### src/rtl/countdown_timer_mux.sv
`default_nettype none
// +----------------------------------------------------------------------------+
// | countdown_timer_mux                                                        |
// | BCD MM:SS.cc countdown timer with 8-digit multiplexed 7-segment driver.    |
// | Optional feature macro: COUNTDOWN_WARN_EN (blink under 10 s while running) |
// | Revision: 1.0 - initial release                                            |
// +----------------------------------------------------------------------------+
module countdown_timer_mux #(
  parameter int CLK_HZ    = 50000000,
  parameter int TICK_HZ   = 100,
  parameter int INIT_MIN  = 30,
  parameter int SCAN_BITS = 16
) (
  input  logic       clock,
  input  logic       reset,
  input  logic       start,
  input  logic       pause,
  input  logic       load,
  input  logic [6:0] load_min,
  output logic       running,
  output logic       game_over,
  output logic       a,
  output logic       b,
  output logic       c,
  output logic       d,
  output logic       e,
  output logic       f,
  output logic       g,
  output logic       dp,
  output logic [7:0] an
);

  localparam int             c_div       = CLK_HZ / TICK_HZ;
  localparam int             c_pw        = (c_div > 1) ? $clog2(c_div) : 1;
  localparam logic [c_pw-1:0] c_pre_max  = c_pw'(c_div - 1);
  localparam logic [3:0]     c_init_m1   = 4'(INIT_MIN / 10);
  localparam logic [3:0]     c_init_m0   = 4'(INIT_MIN % 10);

  localparam logic [1:0] c_st_idle    = 2'd0;
  localparam logic [1:0] c_st_run     = 2'd1;
  localparam logic [1:0] c_st_pause   = 2'd2;
  localparam logic [1:0] c_st_expired = 2'd3;

  logic [1:0]           r_state;
  logic [1:0]           w_state_nxt;
  logic [3:0]           r_m1, r_m0, r_s1, r_s0, r_c1, r_c0;
  logic [c_pw-1:0]      r_pre;
  logic [SCAN_BITS-1:0] r_scan;
  logic                 r_start_q, r_pause_q, r_load_q;

  logic       w_start_e, w_pause_e, w_load_e;
  logic       w_tick, w_is_zero, w_is_one;
  logic       w_load_time, w_do_dec, w_pre_clr;
  logic [6:0] w_lmin_cl;
  logic [3:0] w_ld_m1, w_ld_m0;
  logic [3:0] w_d_m1, w_d_m0, w_d_s1, w_d_s0, w_d_c1, w_d_c0;
  logic       w_b_c1, w_b_s0, w_b_s1, w_b_m0, w_b_m1;

  function automatic logic [3:0] bcd_dec(input logic [3:0] dig, input logic bin,
                                         input logic [3:0] top);
    if (!bin)
      return dig;
    return (dig == 4'd0) ? top : dig - 4'd1;
  endfunction

  function automatic logic [6:0] seg_decode(input logic [3:0] dig);
    case (dig)
      4'd0:    return 7'b0111111;
      4'd1:    return 7'b0000110;
      4'd2:    return 7'b1011011;
      4'd3:    return 7'b1001111;
      4'd4:    return 7'b1100110;
      4'd5:    return 7'b1101101;
      4'd6:    return 7'b1111101;
      4'd7:    return 7'b0000111;
      4'd8:    return 7'b1111111;
      4'd9:    return 7'b1101111;
      default: return 7'b1000000;
    endcase
  endfunction

  assign w_start_e = start & ~r_start_q;
  assign w_pause_e = pause & ~r_pause_q;
  assign w_load_e  = load & ~r_load_q;

  assign w_tick    = (r_state == c_st_run) && (r_pre == c_pre_max);
  assign w_is_zero = ({r_m1, r_m0, r_s1, r_s0, r_c1, r_c0} == 24'h000000);
  assign w_is_one  = ({r_m1, r_m0, r_s1, r_s0, r_c1, r_c0} == 24'h000001);

  assign w_lmin_cl = (load_min > 7'd99) ? 7'd99 : load_min;
  assign w_ld_m1   = 4'(w_lmin_cl / 7'd10);
  assign w_ld_m0   = 4'(w_lmin_cl % 7'd10);

  // Borrow ripples up while the lower digit is at zero; seconds tens wrap to 5.
  assign w_b_c1 = (r_c0 == 4'd0);
  assign w_b_s0 = w_b_c1 & (r_c1 == 4'd0);
  assign w_b_s1 = w_b_s0 & (r_s0 == 4'd0);
  assign w_b_m0 = w_b_s1 & (r_s1 == 4'd0);
  assign w_b_m1 = w_b_m0 & (r_m0 == 4'd0);
  assign w_d_c0 = bcd_dec(r_c0, 1'b1, 4'd9);
  assign w_d_c1 = bcd_dec(r_c1, w_b_c1, 4'd9);
  assign w_d_s0 = bcd_dec(r_s0, w_b_s0, 4'd9);
  assign w_d_s1 = bcd_dec(r_s1, w_b_s1, 4'd5);
  assign w_d_m0 = bcd_dec(r_m0, w_b_m0, 4'd9);
  assign w_d_m1 = bcd_dec(r_m1, w_b_m1, 4'd9);

  always_comb begin
    w_state_nxt = r_state;
    w_load_time = 1'b0;
    w_do_dec    = 1'b0;
    w_pre_clr   = 1'b0;
    case (r_state)
      c_st_idle: begin
        if (w_load_e) begin
          w_load_time = 1'b1;
        end else if (w_start_e) begin
          if (w_is_zero) begin
            w_state_nxt = c_st_expired;
          end else begin
            w_state_nxt = c_st_run;
            w_pre_clr   = 1'b1;
          end
        end
      end
      c_st_run: begin
        if (w_tick) begin
          w_do_dec = 1'b1;
        end
        if (w_tick && w_is_one) begin
          w_state_nxt = c_st_expired;
        end else if (w_pause_e) begin
          w_state_nxt = c_st_pause;
        end
      end
      c_st_pause: begin
        if (w_load_e) begin
          w_load_time = 1'b1;
          w_state_nxt = c_st_idle;
        end else if (w_start_e) begin
          w_state_nxt = c_st_run;
          w_pre_clr   = 1'b1;
        end
      end
      c_st_expired: begin
        if (w_load_e) begin
          w_load_time = 1'b1;
          w_state_nxt = c_st_idle;
        end
      end
      default: w_state_nxt = c_st_idle;
    endcase
  end

  always_ff @(posedge clock or negedge reset) begin
    if (!reset) begin
      r_state   <= c_st_idle;
      r_m1      <= c_init_m1;
      r_m0      <= c_init_m0;
      r_s1      <= 4'd0;
      r_s0      <= 4'd0;
      r_c1      <= 4'd0;
      r_c0      <= 4'd0;
      r_pre     <= '0;
      r_scan    <= '0;
      r_start_q <= 1'b0;
      r_pause_q <= 1'b0;
      r_load_q  <= 1'b0;
    end else begin
      r_state   <= w_state_nxt;
      r_scan    <= r_scan + SCAN_BITS'(1);
      r_start_q <= start;
      r_pause_q <= pause;
      r_load_q  <= load;
      if (w_pre_clr) begin
        r_pre <= '0;
      end else if (r_state == c_st_run) begin
        r_pre <= w_tick ? '0 : r_pre + c_pw'(1);
      end
      if (w_load_time) begin
        r_m1 <= w_ld_m1;
        r_m0 <= w_ld_m0;
        r_s1 <= 4'd0;
        r_s0 <= 4'd0;
        r_c1 <= 4'd0;
        r_c0 <= 4'd0;
      end else if (w_do_dec) begin
        r_m1 <= w_d_m1;
        r_m0 <= w_d_m0;
        r_s1 <= w_d_s1;
        r_s0 <= w_d_s0;
        r_c1 <= w_d_c1;
        r_c0 <= w_d_c0;
      end
    end
  end

  assign running   = (r_state == c_st_run);
  assign game_over = (r_state == c_st_expired);

  logic [2:0] w_k;
  logic [3:0] w_digit;
  logic [6:0] w_seg;
  logic       w_blank, w_dp, w_warn_off;

  assign w_k = r_scan[SCAN_BITS-1 -: 3];

  always_comb begin
    w_digit = 4'd0;
    case (w_k)
      3'd0:    w_digit = r_c0;
      3'd1:    w_digit = r_c1;
      3'd2:    w_digit = r_s0;
      3'd3:    w_digit = r_s1;
      3'd4:    w_digit = r_m0;
      3'd5:    w_digit = r_m1;
      default: w_digit = 4'd0;
    endcase
  end

  assign w_blank = (w_k == 3'd6) || (w_k == 3'd7);
  assign w_dp    = (w_k == 3'd2) || (w_k == 3'd4);
  assign w_seg   = w_blank ? 7'b0000000 : seg_decode(w_digit);

`ifdef COUNTDOWN_WARN_EN
  // Blank during the upper half of every second, giving a 1 Hz blink below 10 s.
  assign w_warn_off = (r_state == c_st_run) && (r_m1 == 4'd0) && (r_m0 == 4'd0) &&
                      (r_s1 == 4'd0) && (r_c1 >= 4'd5);
`else
  assign w_warn_off = 1'b0;
`endif

  assign {g, f, e, d, c, b, a} = w_warn_off ? 7'b0000000 : w_seg;
  assign dp = w_dp & ~w_warn_off;
  assign an = ~(8'd1 << w_k);

endmodule
`default_nettype wire

### config.mk
export PLATFORM = sky130hd
export DESIGN_NAME = countdown_timer_mux
export DESIGN_NICKNAME = d
export VERILOG_FILES = /design/src/rtl/countdown_timer_mux.sv
export SDC_FILE = /design/constraint.sdc
export NUM_CORES = 1
export LEC_CHECK = 0
export CAP_MARGIN = 20
export CORE_ASPECT_RATIO = 0.9
export CORE_UTILIZATION = 40
export DETAILED_ROUTE_END_ITERATION = 12
export HOLD_SLACK_MARGIN = 0.06
export SETUP_SLACK_MARGIN = 0.4
export SLEW_MARGIN = 10
export SYNTH_ARGS = -nofsm -noshare
export SYNTH_HDL_FRONTEND = slang
export SYNTH_SLANG_ARGS = --single-unit
### constraint.sdc
create_clock -name clock -period 4.27 [get_ports clock]
set_clock_uncertainty 0.15 [all_clocks]
set_input_delay 1.0675 -clock clock [delete_from_list [all_inputs] [get_ports clock]]
set_output_delay 1.0675 -clock clock [all_outputs]
set_load 0.005 [all_outputs]
-- Yosys cells after proc, flatten, opt, wreduce, memory -nomap -nowiden
Memory sizes are Yosys's and may differ from the RTL's.
Index checks and enable logic that the tools add are counted.
- equal/unequal tests: 17
- divide/modulo/power cells: 2
- shift-type cells: 1
- magnitude comparators: 1
- reductions and logical operators: 27
- mux-type cells: 48
- add/subtract/negate cells: 8
- bitwise logic cells: 11
- operators by type and width (cell ; count):
    4-bit two-way mux ; 23
    19-bit two-way mux ; 3
    24-bit by 1-bit equality test with 1-bit output (second input constant) ; 1
    24-bit logical NOT ; 1
    4-bit logical NOT ; 6
    4-bit one-hot mux with 6 select lines ; 1
    4-bit by 1-bit subtractor with 4-bit output (second input constant) ; 6
    19-bit by 1-bit adder with 19-bit output (second input constant) ; 1
    19-bit equality test (second input constant) ; 1
    16-bit by 1-bit adder with 16-bit output (second input constant) ; 1
    2-bit two-way mux ; 8
    7-bit two-way mux ; 2
    2-bit nonzero test ; 7
    3-bit equality test (second input constant) ; 4
    2-bit AND reduction ; 5
    1-bit two-way mux ; 9
    8-bit NOT ; 1
    2-bit one-hot mux with 4 select lines ; 1
    1-bit by 3-bit left shift with 8-bit output (first input constant) ; 1
    1-bit bitwise AND ; 7
    7-bit by 4-bit divider with 7-bit output (second input constant) ; 1
    7-bit > comparator (second input constant) ; 1
    7-bit by 4-bit remainder unit with 7-bit output (second input constant) ; 1
    3-bit by 2-bit equality test with 1-bit output (second input constant) ; 2
    other kinds (15) ; 21
- ROM bits: 112
- logic and storage cells: 128
- register bits: 64
- output and inout bits: 18
- memories: 1
- memories (memory ; depth ; width ; read ports ; clocked after memory_dff ; wr ports ; RTL line ; text):
    (no name shown) ; 16 ; 7 ; 1 ; 0 ; 0 ; 67 ; case (dig)

-- Logic depth before layout (Yosys ltp)
Gate-level depths: netlist of run 1.
- depth in word-level cells: 8
- depth in mapped cells: 17
- mapped depth without buffers: 15

-- Least setup slack after synthesis of run 1
Ideal clock, no wire load.
- kind: in2reg
- start: in load_min[5]
- end: reg r_m0[1]
- stages: 17
- library setup time: 0.126 ns
- slack: -0.319 ns
- buffers on the path: 2
- arrival time: 4.313 ns
- required time: 3.994 ns
- cell sequence: buf_2 -> nand2_1 -> and2_1 -> ha_1 -> clkbuf_1 -> nor3_1 -> a311o_1 -> ha_1 -> nor3_1 -> a31oi_1 -> a21o_1 -> a211o_1 -> a22o_1 -> ha_1 -> o31ai_4 -> nor4_1 -> a311o_1
- longest elaborated chain between the ends: 4
- ends and longest elaborated chain (item ; RTL line ; text):
    start: declaration ; 19 ; input logic [6:0] load_min,
    7-bit > comparator ; 90 ; assign w_lmin_cl = (load_min > 7'd99) ? 7'd99 : load_min;
    7-bit two-way mux * ; 90 ;
    7-bit by 4-bit remainder unit with 7-bit output * ; 92 ; assign w_ld_m0 = 4'(w_lmin_cl % 7'd10);
    4-bit two-way mux * ; 179 ; if (w_load_time) begin
    end signal: assignment ; 158 ; r_m0 <= c_init_m0;
    end signal: assignment ; 181 ; r_m0 <= w_ld_m0;
    end signal: assignment ; 188 ; r_m0 <= w_d_m0;
    end: declaration ; 46 ; logic [3:0] r_m1, r_m0, r_s1, r_s0, r_c1, r_c0;
Every way passes the cells marked *; elsewhere a longest branch is shown, timed or not.
A chain may end at the register's enable or synchronous reset.

-- Worst setup path after layout of run 1
- start: in load_min[3]
- end: reg r_m0[1]
Same word-level chain as after synthesis.

==> metrics.yaml, run 1 <==
status: "finished, final reports clean"
p_total_uw: 2029
vias: 3802
cts_made_buffers: 9
netlist_area_sq_um: 4172
rr_worst_depth: 8
cp_max_fo: 5
synth-main-ff-cell: "dfrtp_1"
rows: 34
drive_gt1_share_pct: 22.90
synth-edff-count: 0
grt_max_degree: 25
drv_cap: 0
cts_tree: "yes"
async_reset_ff_share_pct: 100.0
syn_nets: 510
cp_slowest_cell: "clkdlybuf4s50_1"
crit_type: "in -> reg"
dieWidth_um: 109.6
gp_congestion: 0.8604
core_sq_um: 9912
final_cell_count_no_fill: 698
slew_headroom_pct: 64.65
finalCriticalPeriod_ns: 3.782
syn2layout_area_growth_pct: 33.20
overflow: 0
powerDensity_nw_per_um2: 365.1
vdd_drop_max_mv: 0.2005
holdPathStages: 1
ys_ff_latch: 64
period_share_pct: 88.56
crit_top_cell: "ha_4"
tns_ns: 0
worstHoldPathType: "reg -> reg"
worst-path-stages: 13
clock_latency_ns: 0.32
cp.arrival_ns: 3.83
dieHeight_um: 98.88
path_cells: "clkdlybuf4s50_1, and2_1, ha_4, inv_1, a31oi_4, buf_4, a21oi_2, a211o_1, a22o_1, ha_4, o31ai_4, nor4_2, a311o_1"
cts_buffer_depth: 2
antenna_found_initial: 0
dpl.cell_count: 645
setup_viol: 0
syn_avg_cell_area_sq_um: 8.673
grt_pass1_wl_mm: 17.06
worstMarginPinSlew_ns: 0.5267
start_kind: "primary input"
place_area_sq_um: 4763
whs_ns: 0.3138
first_global_vias: 3715
grt_use_total_pct: 19.77
final_antenna_net_count: 0
cts_root_buffer: "clkbuf_16"
cp.required_ns: 4.32
dp.final_hpwl_mm: 7.023
final_nets: 596
max_stage_delay_ns: 0.53
synth_seq_area_share_pct: 38.45
clock_sinks: 64
rsz0062_at_grt: "true"
final_area_sq_um: 5557
htree_levels: 3
crit_buf_inv: 3
wl_mm: 10.33
critPathCaptureType: "flip-flop"
drcViolationCount: 0
syn_inst: 481
ctsHoldBuffers: 0
swShare_pct: 28.60
leakagePower_uw: 0.002403
io_pins: 30
dr.pass1.iters: 4
intPower_uw: 1449
die_area_sq_um: 10840
yosys_warnings: 0
diodes: 0
start_util_pct: 42.09
wl_per_cell_um: 14.80
ys_types: 68
p_seq_share_pct: 38.0
fmax_mhz: 264.4
hold_viol_final: 0
slew_viol_final: 0
p_clk_share_pct: 41.6
routed_via_density: 5.447
drt_iter0_markers: 201
io_buffer_count: 29
p_comb_share_pct: 20.4
crit_family: "compound AO/OA/AOI/OAI gates"
path_clk_slew_ns: 0.05
power.switching_uw: 580.3
per-stage QoR:
stage | utilization [%] | worst slack, ns
detailed placement | 48.06 | -0.2491
global route | 56.06 | 0.3095
global placement | 48.06 | -0.1701
CTS | 54.58 | 0.1887
finish | 56.06 | 0.4884
floorplan | - | 0.1430
what timing repair did:
| action | CTS | global route |
|---|---|---|
| endpoints found under the setup margin | 11 | 11 |
| resized for setup | 49 | 18 |
| buffers inserted | 23 | 14 |
| pin swaps | 15 | 19 |
layout by cell type (no fill, tap or decap), drive strengths merged, types with 8 or more instances in the layout:
cell type / instances
nand3: 22
or3: 8
clkbuf: 11
and2: 11
a21oi: 25
xnor2: 15
clkdlybuf4s50: 18
and3: 9
dfrtp: 62
xor2: 16
o21ai: 22
inv: 24
nor3: 15
nor2: 64
nand2: 44
buf: 65
ha: 17
nand4: 8
cell families (layout without fill, tap and decap cells):
| family | after synthesis | after routing | share of synthesized area [%] |
|---|---|---|---|
| AOI/OAI and AO/OA | 100 | 100 | 16.92 |
| xor gates and xnor gates | 31 | 31 | 6.509 |
| adders and majority gates | 17 | 17 | 5.099 |
| buffers and inverters | 40 | 131 | 4.049 |
| DFF | 64 | 64 | 38.45 |
| muxes | 4 | 4 | 0.9598 |
| and+or+nand+nor | 225 | 225 | 28.01 |
sequential cells by signal, indices dropped and copies added (netlist names):
| name | count |
|---|---|
| r_load_q | 1 |
| r_s1 | 4 |
| r_state | 2 |
| r_scan | 16 |
| r_pause_q | 1 |
| r_c1 | 4 |
| r_s0 | 4 |
| r_start_q | 1 |
| r_m0 | 4 |
| r_c0 | 4 |
| r_pre | 19 |
| r_m1 | 4 |
final timing paths:
check	slack, ns	start	end
worst min-delay path	0.31	r_scan[12]	r_scan[12]
max in group asynchronous	2.72	reset	r_m1[1]
worst max-delay path	0.49	load_min[3]	r_m0[1]
min in group asynchronous	0.53	reset	r_pre[17]
worst max register to register	1.09	r_pre[5]	r_m0[1]
worst min register to register	0.31	r_scan[12]	r_scan[12]
cells in the mapped netlist, types with 5 or more instances:
master | instances | area [sq um]
nand3_1 | 21 | 105.1
a22oi_1 | 7 | 52.55
dfrtp_1 | 62 | 1551
ha_1 | 17 | 212.7
a31oi_1 | 7 | 43.79
nand2b_1 | 5 | 31.28
and2_1 | 11 | 68.82
clkbuf_1 | 10 | 37.54
nor4_1 | 5 | 31.28
nor3_1 | 15 | 75.07
nand4_1 | 8 | 50.05
inv_1 | 24 | 90.09
nor3b_1 | 7 | 52.55
o21ai_0 | 21 | 105.1
a211oi_1 | 5 | 37.54
xor2_1 | 16 | 140.1
nor2b_1 | 5 | 31.28
xnor2_1 | 15 | 131.4
and3_1 | 8 | 50.05
nand2_1 | 44 | 165.2
a21oi_1 | 25 | 125.1
nor2_1 | 64 | 240.2
or3_1 | 7 | 43.79
power groups by stage:
stage          logic, uW  clock network [uW]  registers, uW
4_1_cts              405                 859            768
2_1_floorplan        278                   0            753
3_3_place_gp         374                   0            775
6_report             414                 845            770
5_1_grt              465                 887            780
3_5_place_dp         383                   0            775
cell type report:
type                    instances  area (sq um)
flip-flops and latches         64          1608
repair buffers                 90         757.0
clock buffers                   9         225.2
inverters                      25         93.84
multi-input cells             377          2595
fillers                       890          4355
well taps                     126         157.7
clock inverters                 7         120.1
worst register-to-register path, stage by stage, from the launching register on:
cell	delay, ns
dfrtp_1	0.45
or4b_1	0.55
or3_4	0.35
nor4_4	0.35
nand3_1	0.31
nor3_1	0.27
mux2i_1	0.23
nor2_1	0.06
a311o_1	0.33
layer usage:
metal	global-route usage, %	up-vias	wire, um
li1	-	1893	-
met1	26.32	1843	5074
met2	32.61	52	4884
met3	3.571	14	250
met4	5.846	0	123
met5	0	-	0
Power figures use the tool's default switching activity.
==> run 2: changes to the inputs <==
--- a/config.mk
+++ b/config.mk
@@ -10,7 +10,6 @@
 export CORE_UTILIZATION = 40
 export DETAILED_ROUTE_END_ITERATION = 12
 export HOLD_SLACK_MARGIN = 0.06
-export SETUP_SLACK_MARGIN = 0.4
 export SLEW_MARGIN = 10
 export SYNTH_ARGS = -nofsm -noshare
 export SYNTH_HDL_FRONTEND = slang
==> metrics.yaml, run 2 (same netlist as run 1, synthesis figures left out) <==
leakagePower_uw: 0.002212  # was 0.002403 uW
r2r_setup_slack_ns: 1.20  # was 1.09 ns
dr.pass1.iters: 4  # unchanged
vias: 3690  # was 3802
clock_sinks: 64  # unchanged
diodes: 0  # unchanged
rows: 34  # unchanged
cp_max_fo: 5  # unchanged
layout_commonest_cell: "nor2_1"  # unchanged
cts_made_buffers: 9  # unchanged
slew_viol_final: 0  # unchanged
overflow: 0  # unchanged
wl_mm: 9.871  # was 10.33 mm
syn2layout_area_growth_pct: 26.03  # was 33.20%
wl_per_cell_um: 14.69  # was 14.80 um
p_seq_share_pct: 41.2  # was 38.0%
p_comb_share_pct: 21.9  # was 20.4%
p_total_uw: 1861  # was 2029 uW
final_antenna_net_count: 0  # unchanged
die_area_sq_um: 10840  # unchanged
critPathCaptureType: "flip-flop"  # unchanged
slew_headroom_pct: 63.50  # was 64.65%
cts_tree: "yes"  # unchanged
start_kind: "primary input"  # unchanged
io_pins: 30  # unchanged
hold_viol_final: 0  # unchanged
p_clk_share_pct: 37.0  # was 41.6%
first_global_vias: 3509  # was 3715
swShare_pct: 31.27  # was 28.60%
antenna_found_initial: 0  # unchanged
use_met2_pct: 30.91  # was 32.61%
finalCriticalPeriod_ns: 4.130  # was 3.782 ns
drcViolationCount: 0  # unchanged
cp.required_ns: 4.32  # about the same
io_buffer_count: 29  # unchanged
path_clk_slew_ns: 0.06  # was 0.05 ns
vdd_drop_max_mv: 0.1601  # was 0.2005 mV
ctsHoldBuffers: 0  # unchanged
powerDensity_nw_per_um2: 353.9  # was 365.1 nW/um^2
status: "finished, final reports clean"  # unchanged
use_met3_pct: 3.638  # was 3.571%
worstHoldPathType: "reg -> reg"  # unchanged
grt-busiest-layer: "met2"  # unchanged
grt.met1_usage_pct: 27.57  # was 26.32%
largest_reg_flops: 19  # unchanged
setup_viol: 0  # unchanged
fmax_mhz: 242.2  # was 264.4 MHz
htree_levels: 3  # unchanged
drive_gt1_share_pct: 16.67  # was 22.90%
grt_max_degree: 47  # was 25
cts_root_buffer: "clkbuf_16"  # unchanged
routed_via_density: 5.491  # was 5.447
intPower_uw: 1279  # was 1449 uW
grt_pass1_wl_mm: 16.77  # was 17.06 mm
cp.arrival_ns: 4.18  # was 3.83 ns
worstMarginPinSlew_ns: 0.5475  # was 0.5267 ns
top_regs: "r_pre (19), r_scan (16)"  # unchanged
power.switching_uw: 581.9  # was 580.3 uW
gp_congestion: 0.7838  # was 0.8604
dp.final_hpwl_mm: 7.213  # was 7.023 mm
crit_type: "in -> reg"  # unchanged
fillCellCount: 910  # was 890
regMostFlops: "r_pre"  # unchanged
whs_ns: 0.3180  # was 0.3138 ns
cts_buffer_depth: 2  # unchanged
core_sq_um: 9912  # unchanged
dieHeight_um: 98.88  # unchanged
clock_latency_ns: 0.33  # was 0.32 ns
drt_iter0_markers: 200  # was 201
final_cell_mix: "nor2_1, dfrtp_1, nand2_1"  # was nor2_1, dfrtp_1, buf_4
dieWidth_um: 109.6  # unchanged
start_util_pct: 42.09  # unchanged
drv_cap: 0  # unchanged
period_share_pct: 96.71  # was 88.56%
grt_use_total_pct: 19.58  # was 19.77%
final_nets: 570  # was 596
run 2: cell count changes in the layout (fill, tap and decap cells not counted), sizes merged:
cell / change
buf: -29
clkdlybuf4s50: +7
bufinv: -3
clkinvlp: +3
clkinv: -2
clkbuf: -1
clkdlybuf4s15: -1
dlygate4sd2: -1
inv: +1
run 2: area by class of cell:
class                   instances  area [sq um]  share of cell area [%]
flip-flops and latches         64          1608                   30.58
repair buffers                 64         564.3                   10.73
inverters                      25         93.84                   1.785
well taps                     126         157.7                   2.999
clock buffers                  10         239.0                   4.545
multi-input cells             377          2551                   48.52
clock inverters                 6         43.79                  0.8329
run 2: what timing repair did:
item,in CTS,in global routing
gates resized for setup,6,21
endpoints found under the setup margin,4,10
buffers inserted,2,2
pin swaps,2,10
run 2: path summary, 6_finish.rpt:
| check | start | endpoint | cells after the start |
|---|---|---|---|
| min in group asynchronous | reset | r_pre[12] | 1 |
| setup reg to reg | r_pre[5] | r_m0[1] | 8 |
| hold / removal | r_scan[0] | r_scan[0] | 1 |
| setup / recovery | load_min[6] | r_m0[2] | 17 |
| hold reg to reg | r_scan[0] | r_scan[0] | 1 |
| max in group asynchronous | reset | r_m1[0] | 2 |
run 2: power groups by stage:
| stage | clock network, uW | registers (uW) | logic (uW) |
|---|---|---|---|
| after floorplan | 0 | 753 | 275 |
| after global placement | 0 | 772 | 381 |
| after detailed placement | 0 | 774 | 388 |
| after CTS | 702 | 763 | 398 |
| after global routing | 726 | 780 | 453 |
| final | 688 | 766 | 407 |
run 2: per-stage QoR:
| stage | util (%) | area, sq um | std cells | setup slack, ns | TNS (ns) |
|---|---|---|---|---|---|
| final | 53.04 | 5258 | 672 | 0.1405 | 0 |
| after CTS | 51.63 | 5117 | 669 | 0.003638 | 0 |
| after global placement | 48.33 | 4791 | 651 | -0.2280 | -0.6144 |
| after detailed placement | 48.33 | 4791 | 651 | -0.3484 | -1.105 |
| after floorplan | - | 4218 | 481 | 0.05344 | 0 |
| after global routing | 53.04 | 5258 | 672 | -0.02187 | -0.02187 |
run 2: critical path, cell delays in order:
cell	delay, ns
clkdlybuf4s50_1	0.49
nand2_2	0.06
and2_4	0.16
ha_4	0.16
nor3_2	0.14
a311o_1	0.21
ha_4	0.18
inv_1	0.07
a31oi_4	0.22
a21oi_2	0.11
a211o_1	0.28
a22o_1	0.27
ha_4	0.19
o31ai_4	0.20
buf_4	0.17
o21a_1	0.13
a21oi_1	0.07
run 2: layer usage:
metal / share of wire [%] / vias up
li1: - / 1839
met1: 48 / 1786
met2: 47 / 56
met3: 3.1 / 9
met4: 0.98 / 0
met5: 0 / -
